===== src/rtl/mdu.sv =====
// Multi-cycle multiply/divide unit with architectural HI/LO registers.
// Iterative radix-2: shift-add multiply, restoring shift-subtract divide,
// 32 iterations each. Signed ops run on magnitudes and fix the sign at the end.
module mdu (
  input  logic        clk,
  input  logic        reset,
  input  logic [31:0] A,
  input  logic [31:0] B,
  input  logic [2:0]  MDUOp,
  input  logic        start,
  output logic        busy,
  output logic        done,
  output logic [31:0] HI,
  output logic [31:0] LO
);

  typedef enum logic [0:0] {StIdle, StRun} state_e;

  state_e      state_q;
  logic [4:0]  cnt_q;
  // Multiply: {partial product, multiplier}. Divide: {remainder, quotient}.
  logic [63:0] acc_q;
  // Multiplicand magnitude for multiply, divisor magnitude for divide.
  logic [31:0] opnd_q;
  logic        is_div_q;
  logic        neg_lo_q;
  logic        neg_hi_q;
  logic        div_zero_q;
  logic        busy_q;
  logic        done_q;
  logic [31:0] hi_q;
  logic [31:0] lo_q;

  // Operand preparation at the start edge.
  logic        op_signed;
  logic        a_neg;
  logic        b_neg;
  logic [31:0] a_mag;
  logic [31:0] b_mag;

  // Iteration datapath and final sign correction.
  logic [32:0] mul_sum;
  logic [63:0] mul_next;
  logic [32:0] div_shift;
  logic [32:0] div_diff;
  logic [63:0] div_next;
  logic [63:0] acc_next;
  logic [63:0] mul_fix;
  logic [31:0] rem_fix;
  logic [31:0] quo_fix;
  logic [31:0] hi_res;
  logic [31:0] lo_res;

  // Magnitudes and sign flags of the incoming operands (mult/div are the signed ops).
  always_comb begin
    op_signed = ~MDUOp[0];
    a_neg     = op_signed & A[31];
    b_neg     = op_signed & B[31];
    a_mag     = a_neg ? (32'd0 - A) : A;
    b_mag     = b_neg ? (32'd0 - B) : B;
  end

  // One multiply or divide step plus the sign-corrected result of that step.
  always_comb begin
    mul_sum   = {1'b0, acc_q[63:32]} + (acc_q[0] ? {1'b0, opnd_q} : 33'd0);
    mul_next  = {mul_sum, acc_q[31:1]};
    div_shift = {acc_q[63:32], acc_q[31]};
    div_diff  = div_shift - {1'b0, opnd_q};
    // Restoring step: keep the shifted remainder when the trial subtract underflows.
    div_next  = div_diff[32] ? {div_shift[31:0], acc_q[30:0], 1'b0}
                             : {div_diff[31:0], acc_q[30:0], 1'b1};
    acc_next  = is_div_q ? div_next : mul_next;
    mul_fix   = neg_lo_q ? (64'd0 - mul_next) : mul_next;
    rem_fix   = neg_hi_q ? (32'd0 - div_next[63:32]) : div_next[63:32];
    quo_fix   = neg_lo_q ? (32'd0 - div_next[31:0]) : div_next[31:0];
    hi_res    = is_div_q ? rem_fix : mul_fix[63:32];
    lo_res    = is_div_q ? quo_fix : mul_fix[31:0];
  end

  // Control FSM, iteration datapath and HI/LO registers.
  always_ff @(posedge clk) begin
    if (reset) begin
      state_q    <= StIdle;
      cnt_q      <= 5'd0;
      acc_q      <= 64'd0;
      opnd_q     <= 32'd0;
      is_div_q   <= 1'b0;
      neg_lo_q   <= 1'b0;
      neg_hi_q   <= 1'b0;
      div_zero_q <= 1'b0;
      busy_q     <= 1'b0;
      done_q     <= 1'b0;
      hi_q       <= 32'd0;
      lo_q       <= 32'd0;
    end else begin
      done_q <= 1'b0;
      unique case (state_q)
        StIdle: begin
          if (start) begin
            case (MDUOp)
              3'd0, 3'd1, 3'd2, 3'd3: begin
                is_div_q   <= MDUOp[1];
                opnd_q     <= MDUOp[1] ? b_mag : a_mag;
                acc_q      <= {32'd0, (MDUOp[1] ? a_mag : b_mag)};
                neg_lo_q   <= a_neg ^ b_neg;
                // Remainder follows the dividend; product high half follows the product.
                neg_hi_q   <= MDUOp[1] ? a_neg : (a_neg ^ b_neg);
                div_zero_q <= MDUOp[1] & (B == 32'd0);
                cnt_q      <= 5'd0;
                state_q    <= StRun;
                busy_q     <= 1'b1;
              end
              3'd4:    hi_q <= A;
              3'd5:    lo_q <= A;
              default: ;
            endcase
          end
        end
        StRun: begin
          acc_q <= acc_next;
          cnt_q <= cnt_q + 5'd1;
          if (cnt_q == 5'd31) begin
            state_q <= StIdle;
            busy_q  <= 1'b0;
            done_q  <= 1'b1;
            // Divide by zero completes normally but leaves HI/LO untouched.
            if (!div_zero_q) begin
              hi_q <= hi_res;
              lo_q <= lo_res;
            end
          end
        end
        default: state_q <= StIdle;
      endcase
    end
  end

  assign busy = busy_q;
  assign done = done_q;
  assign HI   = hi_q;
  assign LO   = lo_q;

endmodule


===== config.mk =====
export PLATFORM = sky130hd
export DESIGN_NAME = mdu
export DESIGN_NICKNAME = d
export VERILOG_FILES = /design/src/rtl/mdu.sv
export SDC_FILE = /design/constraint.sdc
export NUM_CORES = 1
export LEC_CHECK = 0
export ABC_AREA = 1
export CORE_ASPECT_RATIO = 0.7
export CORE_MARGIN = 2
export CORE_UTILIZATION = 39
export DETAILED_ROUTE_END_ITERATION = 10
export PLACE_DENSITY = 0.54
export SYNTH_ARGS = -nofsm -noshare
export SYNTH_HDL_FRONTEND = slang
export SYNTH_SLANG_ARGS = --single-unit

===== constraint.sdc =====
create_clock -name clk -period 6.7 [get_ports clk]
set_input_delay 0.67 -clock clk [delete_from_list [all_inputs] [get_ports clk]]
set_output_delay 0.67 -clock clk [all_outputs]
set_load 0.005 [all_outputs]

==> results of run 1 <==
==> cell usage after synthesis, types with 52 or more instances <==
library cell / instances
o21ai_0: 285
nand2_1: 919
a31oi_1: 52
inv_1: 447
xor2_1: 82
nor3_1: 54
clkbuf_1: 102
dfxtp_1: 172
a21oi_1: 233
ha_1: 71
nor2_1: 385
nand3_1: 162
==> worst max-delay path by stage <==
stage	start	to	slack (ns)	cells after the start
6_report	acc_q[0]	HI[27]	1.99	22
5_1_grt	acc_q[31]	LO[30]	1.75	25
4_1_cts	acc_q[31]	LO[30]	2.22	26
3_5_place_dp	acc_q[31]	LO[30]	2.26	26
3_3_place_gp	acc_q[31]	LO[30]	2.30	26
2_1_floorplan	acc_q[31]	LO[30]	3.26	26
==> kinds of logic after synthesis <==
kind of cell,after synthesis,share of synthesized area
simple gates,1647,0.370
flops,172,0.184
buf+inv,595,0.124
compound gates,721,0.219
fa+ha+maj,73,0.0496
xor+xnor,114,0.0534
==> stage by stage <==
step / util / cells / hold slack [ns]
5_1_grt: 0.442 / 3994 / 0.502
6_report: 0.442 / 3994 / 0.471
3_3_place_gp: 0.429 / 3962 / 0.450
4_1_cts: 0.442 / 3994 / 0.467
2_1_floorplan: - / 3322 / 0.436
3_5_place_dp: 0.429 / 3962 / 0.456
==> area by class of cell <==
class	count	area (um^2)	share of cell area
multi-input cells	2555	13000	0.615
repair buffers	159	1530	0.0725
flip-flops and latches	172	3450	0.164
clock buffers	19	453	0.0215
inverters	455	1710	0.0812
clock inverters	13	189	0.00897
well taps	621	777	0.0369
==> flip-flops by register name (all words and copies together), names as in the netlist <==
name / count
acc_q: 64
busy: 1
cnt_q: 5
neg_lo_q: 1
LO: 32
is_div_q: 1
neg_hi_q: 1
div_zero_q: 1
done: 1
opnd_q: 32
HI: 32
state_q: 1
==> critical path, stage by stage (launching register included) <==
cell and delay, ns:
dfxtp_1 0.63, buf_4 0.40, nand2_1 0.11, inv_1 0.08, ha_1 0.32, a21oi_1 0.29, o21ai_0 0.14, nand2_1 0.08
nand3_1 0.17, nand2_1 0.10, nand2_1 0.08, xnor2_1 0.68, nand2_1 0.18, nor2_1 0.26, nand3_1 0.13, nor2_1 0.22
nand2_1 0.11, nand2_1 0.07, nand2_1 0.06, nand2_1 0.05, nand3_1 0.16, nand2_1 0.17, a21oi_1 0.08
==> metal layers <==
metal,vias to the layer above,share of wire
li1,10900,-
met3,109,0.14
met2,1419,0.35
met4,0,0.025
met1,11000,0.48
met5,-,0
==> power breakdown <==
part | internal (mW) | total [mW] | switching (mW)
combinational | 0.666 | 2.41 | 1.75
sequential | 1.09 | 1.20 | 0.108
clock | 0.648 | 1.17 | 0.519
total | 2.40 | 4.77 | 2.37
==> impl_metrics.toml, run 1 <==
[logic_synthesis]
synth_area_leaders = "nand2_1, dfxtp_1, inv_1, nor2_1, o21ai_0"
synth_top_area_cell = "nand2_1"
syn_inst = 3322
synthDominantCellAreaShare = 0.184
synth.avg_cell_area_um2 = 5.63
async_reset_ff_frac = 0
synth-edff-count = 0
yosysWarnings = 0
synth_nets = 3465
synth-seq-cells = 172
synth.distinct_cells = 63
seq_area_frac_synth = 0.184
synth_flop_cell = "dfxtp_1"
synth_area_um2 = 18700

[global_routing]
grt_pass1_vias = 20600
grt_max_degree = 88
met2_usage = 0.462
top_usage_layer = "met1"
grt_pass1_wl_um = 138000
track_usage = 0.377
grt.overflow.total = 0
grt_use_met1 = 0.594
grt_use_met3 = 0.138
antenna_found_initial = 1

[worst_setup_path]
reg2reg_slack_ns = 1.99
start_kind = "flip-flop"
critical_path_arrival_ns = 5.06
end_kind = "flip-flop"
r2r_start = "acc_q[0]"
crit_type = "reg -> reg"
r2r-end = "HI[27]"
r2r_cells = 22
critPathMaxFanout = 26
worstPathRequired_ns = 7.05

[drt]
route.antenna.remaining_nets = 0
first_pass_iters = 6
drt_iter0_drc = 3191
wl_um = 96400
vias = 23400
wl_per_cell_um = 24.1
post-route-drc-count = 0
viasPerCell = 5.86

[sta]
setup_ws_ns = 1.99
hold_viol = 0
tns_ns = 0
max_clock_freq_mhz = 212
rsz0062_at_grt = "no"
maxSlewViolCount = 0
setup_viol = 0
slew_headroom = 0.0949
skew_ns = 0.0189
finalCriticalPeriod_ns = 4.71
tightest_slew_ns = 1.35
fin_crit_sh = 0.703

[finish]
syn_to_final_growth_pct = 12.6
drive_gt1_frac = 0.0433
antenna_cells = 0
fillers = 5252
nets = 3503
most-common-layout-cells = "nand2_1, inv_1, nor2_1"
final_area_um2 = 21100
final_common_cell = "nand2_1"

[cts]
cts.repair.resized = 0
clk_latency_ns = 0.48
cts_buffers = 17
clockBufferDepth = 2
h-tree-depth = 4
clkSlewWorstSetupHoldPaths_ns = 0.07
cts_setup_buffers = 0
cts.sinks = 172
clockRootBuffer = "clkbuf_16"
cts_tree = "done"
holdBufCountCts = 0

[floorplanning]
start_util = 0.393
core_area_um2 = 47600
dieArea_um2 = 49800
die_h_um = 187
io_pins = 136
die_w_um = 266
num_rows = 67

[placement]
dpl_worst_slack_ns = 2.26
port_buffers = 135
hpwlAfterDp_um = 78000
place_congestion = 1.02
dpl-instance-area_um2 = 20400

[min_path]
worstHoldPathCells = 2
min_to = "cnt_q[4]"
hp-class = "reg -> reg"
hp-start = "cnt_q[4]"

[pwr]
irDropWorstVdd_mv = 0.191
leakage_nw = 10.1
total_power_mw = 4.77
p_per_area_nw_per_um2 = 227

[run]
drv_cap = 0

[run_status]
outcome = "completed"
(Power assumes the default switching activity.)
==> run 2, diff against run 1 <==
--- a/config.mk
+++ b/config.mk
@@ -10,7 +10,7 @@
 export CORE_MARGIN = 2
 export CORE_UTILIZATION = 39
 export DETAILED_ROUTE_END_ITERATION = 10
-export PLACE_DENSITY = 0.54
+export PLACE_DENSITY = 0.56
 export SYNTH_ARGS = -nofsm -noshare
 export SYNTH_HDL_FRONTEND = slang
 export SYNTH_SLANG_ARGS = --single-unit
==> constraint.sdc (replaced) <==
create_clock -name clk -period 4.03 [get_ports clk]
set_input_delay 0.403 -clock clk [delete_from_list [all_inputs] [get_ports clk]]
set_output_delay 0.403 -clock clk [all_outputs]
set_load 0.005 [all_outputs]
==> impl_metrics.toml, run 2 (synthesized netlist as in run 1, its figures left out) <==
[floorplanning]
die_w_um = 266
die_h_um = 187
dieArea_um2 = 49800
core_area_um2 = 47600
start_util = 0.393
io_pins = 136
num_rows = 67

[drt]
wl_per_cell_um = 24.2
route.antenna.remaining_nets = 0
vias = 23900
wl_um = 99100
drt_iter0_drc = 3461
viasPerCell = 5.83
post-route-drc-count = 0
first_pass_iters = 6

[finish]
nets = 3611
multi_input_area_um2 = 13000
top_register = "acc_q"
antenna_cells = 0
largest_reg_flops = 64
fillers = 5224
drive_gt1_frac = 0.0764
syn_to_final_growth_pct = 17.4
utilization = 0.461
most-common-layout-cells = "nand2_1, inv_1, nor2_1"
final_cells = 4102
final_common_cell = "nand2_1"
ff_latch_area_um2 = 3460

[pwr]
irDropWorstVdd_mv = 0.294
total_power_mw = 8.05
leakage_nw = 10.6
p_per_area_nw_per_um2 = 366

[worst_setup_path]
crit_slowest_cell = "dfxtp_1"
path_common_cell = "nand2_1"
worstPathRequired_ns = 4.42
critical_path_arrival_ns = 4.25
slowest_delay_ns = 0.63
end_kind = "flip-flop"
reg2reg_slack_ns = 0.18
worstPathCellList = "buf_4 > ha_1 > a21oi_1 > o21ai_0 > a21oi_1 > nand3_1 > xnor2_1 > buf_4 > inv_1 > nor2_1 > nand3_1 > nor2_1 > nand2_1 > nand2_1 > nand2_1 > nand2_1 > nand3_1 > nand2_1 > a21oi_1"
crit_type = "reg -> reg"
critPathMaxFanout = 4
start_kind = "flip-flop"

[sta]
max_clock_freq_mhz = 259
tightest_slew_ns = 0.947
maxSlewViolCount = 0
fin_crit_sh = 0.956
setup_viol = 0
slew_headroom = 0.369
hold_viol = 0
rsz0062_at_grt = "yes"
tns_ns = 0
skew_ns = 0.0185
finalCriticalPeriod_ns = 3.85

[global_routing]
track_usage = 0.386
grt.overflow.total = 0
antenna_found_initial = 1
grt_pass1_wl_um = 142000
grt_pass1_vias = 21200
grt_max_degree = 91

[cts]
clk_latency_ns = 0.50
clkSlewWorstSetupHoldPaths_ns = 0.09
holdBufCountCts = 0
cts.sinks = 172
clockBufferDepth = 2
clockRootBuffer = "clkbuf_16"
cts_tree = "done"
h-tree-depth = 4
cts_buffers = 17

[placement]
place_inst = 4063
port_buffers = 135
hpwlAfterDp_um = 80800
place_congestion = 1.09

[run_status]
outcome = "completed"

[min_path]
hp-class = "reg -> reg"

[run]
drv_cap = 0
==> run 2: changes by cell type in the layout (fill, tap and decap cells not counted), sizes merged <==
cell      delta
bufinv       -4
nand2        +2
clkinv       -1
buf        +106
inv          +8
clkbuf       -2
clkinvlp     -1
==> run 2: timing repair <==
item | 4_1_cts | 5_1_grt
hold endpoints to repair | 0 | 0
gates resized for setup | 0 | 19
buffers inserted | 0 | 5
setup endpoints to repair | 0 | 32
==> run 2: layer usage <==
layer	vias to the layer above	GRT usage	wire length (um)	part of all wire
met2	1444	0.486	35400	0.36
li1	11100	-	-	-
met1	11200	0.595	46800	0.47
met3	130	0.159	14800	0.15
met4	2	0.0752	2110	0.021
met5	-	0	10	0.00010
==> run 2: worst paths after layout <==
check / from / to / depth (start not counted)
worst max-delay path: acc_q[51] / HI[23] / 19
worst min-delay path: busy / busy / 2
worst max register to register: acc_q[51] / HI[23] / 19
worst min register to register: busy / busy / 2
==> run 2: power breakdown <==
group / switching, mW / internal [mW]
Combinational: 2.99 / 1.25
Clock: 0.989 / 0.851
Sequential: 0.157 / 1.81
==> run 2: worst max-delay path: cells and delay by family (launching register included) <==
| family | cells | cell delay, ns |
|---|---|---|
| AND/OR/NAND/NOR | 10 | 1.18 |
| flip-flops | 1 | 0.63 |
| buffers and inverters | 3 | 0.57 |
| XOR/XNOR | 1 | 0.35 |
| adder cells (fa/ha/maj) | 1 | 0.29 |
| AO/OA/AOI/OAI | 4 | 0.73 |
==> run 2: layout make-up <==
type,instances,share of cell area
inverter,455,0.0779
multi-input combinational,2557,0.594
sequential,172,0.157
clock inverter,15,0.00837
tap,621,0.0354
timing repair buffer,265,0.108
clock buffer,17,0.0194
==> run 2: per-stage QoR <==
| stage | hold WS (ns) | instance area, um^2 | setup slack (ns) |
|---|---|---|---|
| final | 0.455 | 22000 | 0.176 |
| after global routing | 0.490 | 22000 | -0.000258 |
| after CTS | 0.456 | 21800 | 0.0297 |
| after detailed placement | 0.443 | 21200 | 0.0516 |
| after global placement | 0.453 | 21200 | 0.0716 |
| after floorplan | 0.436 | 18700 | 0.590 |
